File: src/rtl/instr_loader.sv
// instr_loader: accepts decoded instruction fields, range-checks them, packs
// each into a 32-bit word and writes it into the processor Z instruction RAM
// through the processor's load port. Asserts working once the last word lands.
//
// Handshake: a field set transfers on a rising clock edge where
// in_valid && in_ready are both 1. in_ready is registered and is only high
// in LOAD, so at most one transfer happens per write cycle. The source may
// hold in_valid high indefinitely; nothing is consumed while in_ready is low.
module instr_loader #(
    parameter int ADDR_W    = 9,
    parameter int ADDR_STEP = 4,
    parameter int MAX_WORDS = 128
) (
    input  logic              clock,
    input  logic              resetn,
    input  logic              start,
    input  logic [ADDR_W-1:0] base_addr,
    input  logic              stop,
    input  logic              in_valid,
    output logic              in_ready,
    input  logic [3:0]        in_icode,
    input  logic [3:0]        in_ifun,
    input  logic [3:0]        in_rA,
    input  logic [3:0]        in_rB,
    input  logic [15:0]       in_valC,
    input  logic              in_last,
    output logic [ADDR_W-1:0] mem_addr,
    output logic              mem_wEn,
    output logic [31:0]       mem_wDat,
    output logic              working,
    output logic [7:0]        count,
    output logic              err,
    output logic [1:0]        err_code,
    output logic [2:0]        state_dbg
);

    typedef enum logic [2:0] {
        IDLE = 3'd0,
        LOAD = 3'd1,
        WR   = 3'd2,
        HOLD = 3'd3,
        RUN  = 3'd4,
        ERR  = 3'd5
    } state_t;

    localparam logic [ADDR_W-1:0] STEP    = ADDR_W'(ADDR_STEP);
    localparam logic [7:0]        MAX_CNT = 8'(MAX_WORDS);

    localparam logic [1:0] CODE_FUNC = 2'd1;
    localparam logic [1:0] CODE_REG  = 2'd2;
    localparam logic [1:0] CODE_OVF  = 2'd3;

    state_t state;
    logic   last_q;
    logic   bad_func;
    logic   bad_reg;

    assign state_dbg = state;

    // Legality of the presented field set: IRMOV and the four OP functions only.
    always_comb begin
        bad_func = 1'b1;
        bad_reg  = 1'b0;
        case (in_icode)
            4'h3: begin
                bad_func = (in_ifun != 4'h0);
                bad_reg  = (in_rA != 4'hF) || (in_rB > 4'd5);
            end
            4'h6: begin
                bad_func = (in_ifun > 4'd3);
                bad_reg  = (in_rA > 4'd5) || (in_rB > 4'd5);
            end
            default: ;
        endcase
    end

    // Session FSM with all load-port and status outputs registered.
    always_ff @(posedge clock) begin
        if (!resetn) begin
            state    <= IDLE;
            last_q   <= 1'b0;
            in_ready <= 1'b0;
            mem_addr <= '0;
            mem_wEn  <= 1'b0;
            mem_wDat <= '0;
            working  <= 1'b0;
            count    <= '0;
            err      <= 1'b0;
            err_code <= '0;
        end else begin
            case (state)
                IDLE, ERR: begin
                    if (start) begin
                        state    <= LOAD;
                        mem_addr <= base_addr;
                        count    <= '0;
                        err      <= 1'b0;
                        err_code <= '0;
                        in_ready <= 1'b1;
                    end
                end
                LOAD: begin
                    if (in_valid) begin
                        in_ready <= 1'b0;
                        // Illegal words are rejected even when flagged last.
                        if (bad_func) begin
                            state    <= ERR;
                            err      <= 1'b1;
                            err_code <= CODE_FUNC;
                        end else if (bad_reg) begin
                            state    <= ERR;
                            err      <= 1'b1;
                            err_code <= CODE_REG;
                        end else if (count == MAX_CNT) begin
                            state    <= ERR;
                            err      <= 1'b1;
                            err_code <= CODE_OVF;
                        end else begin
                            state    <= WR;
                            mem_wDat <= {in_icode, in_ifun, in_rA, in_rB, in_valC};
                            last_q   <= in_last;
                            mem_wEn  <= 1'b1;
                        end
                    end
                end
                WR: begin
                    state   <= HOLD;
                    mem_wEn <= 1'b0;
                end
                HOLD: begin
                    // The processor registers wEn, so the write lands at the
                    // end of this cycle; only then advance the address.
                    count    <= count + 8'd1;
                    mem_addr <= mem_addr + STEP;
                    if (last_q) begin
                        state   <= RUN;
                        working <= 1'b1;
                    end else begin
                        state    <= LOAD;
                        in_ready <= 1'b1;
                    end
                end
                RUN: begin
                    if (stop) begin
                        state   <= IDLE;
                        working <= 1'b0;
                    end
                end
                default: begin
                    state    <= IDLE;
                    in_ready <= 1'b0;
                    mem_wEn  <= 1'b0;
                    working  <= 1'b0;
                end
            endcase
        end
    end

endmodule

File: config.mk
export PLATFORM = sky130hd
export DESIGN_NAME = instr_loader
export DESIGN_NICKNAME = d
export VERILOG_FILES = /design/src/rtl/instr_loader.sv
export SDC_FILE = /design/constraint.sdc
export NUM_CORES = 1
export LEC_CHECK = 0
export BUFFER_PORTS_ARGS = -buffer_cell sky130_fd_sc_hd__buf_2
export CAP_MARGIN = 20
export CORE_ASPECT_RATIO = 1.25
export CORE_MARGIN = 4
export CORE_UTILIZATION = 46
export CTS_CLUSTER_SIZE = 10
export DETAILED_ROUTE_END_ITERATION = 12
export PLACE_DENSITY = 0.72
export REMOVE_ABC_BUFFERS = 1
export SETUP_SLACK_MARGIN = 0.02
export SLEW_MARGIN = 15
export SYNTH_ARGS = -nofsm -noshare
export SYNTH_HDL_FRONTEND = slang
export SYNTH_SLANG_ARGS = --single-unit
File: constraint.sdc
create_clock -name clock -period 3.1 [get_ports clock]
set_input_delay 0.62 -clock clock [delete_from_list [all_inputs] [get_ports clock]]
set_output_delay 0.62 -clock clock [all_outputs]
set_load 0.01 [all_outputs]
==> run summary <==
TNS Setup = 0 ns
Final Non-Filler Cells = 496
Vias = 2605
clock-pin slew on the worst setup and hold paths = 0.06 ns
Die H = 93.9 µm
Cell Pwr Density = 464 nW/µm²
layout cell share with drive strength beyond 1 = 29.3%
crit path buf inv count = 2
final worst slack = 0.924 ns
I/O pins = 105
Sw Share = 26.8%
status = completed
Worst-Margin Slew = 0.600 ns
FF-to-FF setup slack = 0.93 ns
Final Max Slew Viols = 0
Final GP Congestion = 0.836
wire per inst = 13.2 µm
Syn Inst Count = 327
Layout area overhead = 26.0%
crit-path max cell delay = 0.51 ns
WHS Endpoint = err$_SDFFE_PN0P_
number of flops mapped to enable cells by yosys = 0
Lkg Pwr = 1.77 nW
WHS Path Cells = 2
cts repair resizes = 0
Post-Route WL = 6570 µm
worst hold slack = 0.444 ns
Die Footprint = 7200 µm²
total power = 1.59 mW
IO buf count = 104
Rel. slew slack = 60.0%
Compound-Gate Fraction of Synth Area = 14.8%
TritonCTS buffer count = 9
synth unique cells = 44
Flop pwr share = 50.6%
final net count = 476
Clock Path Buffers = 2
Async S/R FF share, synth = 0%
Peak supply drop = 233 µV
GRT Util Overall = 18.9%
Final Setup Violations = 0
Layout Skew = 0.00663 ns
Startpoint Class = input port
minimum clock period = 2.18 ns
Root Driver = clkbuf_8
post-synthesis mux area share = 10.7%
final instance area = 3420 µm²
H-tree depth = 3
reg2reg end = mem_wDat[31]$_SDFFE_PN0P_
cell depth of the worst setup path = 7
xor/xnor share of the synthesized area = 0.645%
crit path kind = in -> reg
most common cell after layout, fill and taps aside = buf_2
simple-gate share of the synthesized area = 24.0%
Worst R2R Start = state_dbg[0]$_SDFFE_PN0P_
largest net degree at the start of global routing = 33
most frequent cells in the layout = 104 x buf_2, 80 x nand2_1, 59 x dfxtp_1
initial DRC count = 82
Critical Path Sink Type = flop
Avg Inst Size Synth = 8.30 µm²
Largest delay share family, worst path = simple AND/OR/NAND/NOR gates
Post-synth top flop = dfxtp_1
WP data required = 3.32 ns
Sink Count = 59
Max Cap Viol = 0
initial core utilization = 47.0%
total congestion overflow = 0
initial antenna violation count = 0
Antenna diodes = 0
number of cell rows = 31
Final period util = 70.2%
R2R depth = 6
Crit path arrival time = 2.40 ns
crit-path cells = buf_2 -> or4b_1 -> a21o_1 -> nor3_4 -> nand3_4 -> buf_4 -> and3_1
CTS tree = done
placed insts = 481
Min-Delay Startpoint = err$_SDFFE_PN0P_
Clk pwr share = 37.4%
RSZ-0062 raised after global routing = no
core box area = 5780 µm²
post-layout util = 59.2%
first-pass GRT wire length = 11100 µm
Die X = 76.7 µm
HPWL Detailed = 4870 µm
register area share after synthesis = 43.5%
vias per inst = 5.25
path category of the worst min-delay check = reg -> reg
ANT nets after route = 0
critical path's slowest cell = or4b_1
Post-Place Cell Area = 3250 µm²
number of global-route vias before repair = 2503
pre-CTS setup slack = 0.584 ns
DRC = 0
Fmax = 460 MHz
number of setup buffers added after CTS = 0
P_sw = 425 µW
worst-path maximum fanout = 14
Post-Syn Area = 2710 µm²
cts hold-fix bufs = 0
DRT Pass-1 Iters = 4
final hold violation count = 0
Pint = 1.16 mW
Synth warnings = 0
main combinational cell family by area after synthesis = simple AND/OR/NAND/NOR gates
Post-Synth Adder-Cell Area = 1.38%
#FFs+latches synth = 59
Gate power share = 12.0%
clk_lat worst skew = 0.33 ns
==> metal layers <==
layer,global-route usage [%],up-vias,part of all wire [%]
met5,0,-,0
li1,-,1325,-
met3,4.41,17,7.1
met1,22.8,1168,46
met2,30.7,95,45
met4,10.6,0,2.5
==> kinds of logic (layout without fill, tap and decap cells) <==
logic type,after synthesis,count (layout)
compound gates,65,65
xor+xnor,2,2
fa+ha+maj,3,3
buf+inv,30,133
flops,59,59
mux,29,29
simple gates,139,139
==> flip-flops by register name, indices dropped and copies added (netlist names), 2 cells and up <==
name	cells
state_dbg	3
err_code	2
mem_wDat	32
mem_addr	9
count	8
==> worst register-to-register path: cells and delay by family (launching register included) <==
| kind | cells | cell delay (ns) |
|---|---|---|
| DFF | 1 | 0.58 |
| buffers and inverters | 2 | 0.42 |
| and+or+nand+nor | 4 | 1.07 |
==> how the worst max path moves through the flow <==
stage,slack (ns),from,to
after global placement,0.61,in_icode[2],mem_wDat[27]$_SDFFE_PN0P_
after detailed placement,0.58,in_icode[2],mem_wDat[31]$_SDFFE_PN0P_
after floorplan,0.66,in_icode[2],mem_wDat[19]$_SDFFE_PN0P_
final,0.92,in_icode[2],mem_wDat[31]$_SDFFE_PN0P_
after CTS,0.93,in_icode[2],mem_wDat[31]$_SDFFE_PN0P_
after global routing,0.77,state_dbg[0]$_SDFFE_PN0P_,mem_wDat[31]$_SDFFE_PN0P_
==> area by class of cell <==
cell class              count  area [µm²]
repair buffers            109         558
fillers                   566        2360
clock buffers              10         138
inverters                   9        33.8
clock inverters             5        30.0
multi-input cells         238        1400
well taps                  66        82.6
flip-flops and latches     59        1180
==> power groups by stage <==
stage / Sequential (mW) / Clock (mW) / Combinational, mW
floorplan: 0.824 / 0 / 0.0903
global placement: 0.818 / 0 / 0.187
detailed placement: 0.818 / 0 / 0.190
CTS: 0.802 / 0.611 / 0.191
global route: 0.806 / 0.645 / 0.214
finish: 0.802 / 0.594 / 0.190
==> cell usage after synthesis (5+ instances only) <==
master / instances / share of area [%]
nand3_1: 6 / 1.1
and3_1: 5 / 1.2
nor3_1: 5 / 0.92
a21o_1: 5 / 1.4
mux2i_1: 29 / 11
clkbuf_1: 18 / 2.5
o21ai_0: 11 / 2.0
a21oi_1: 26 / 4.8
nor2_1: 20 / 2.8
dfxtp_1: 59 / 44
nand2_1: 80 / 11
inv_1: 9 / 1.2
(Power assumes the default switching activity.)
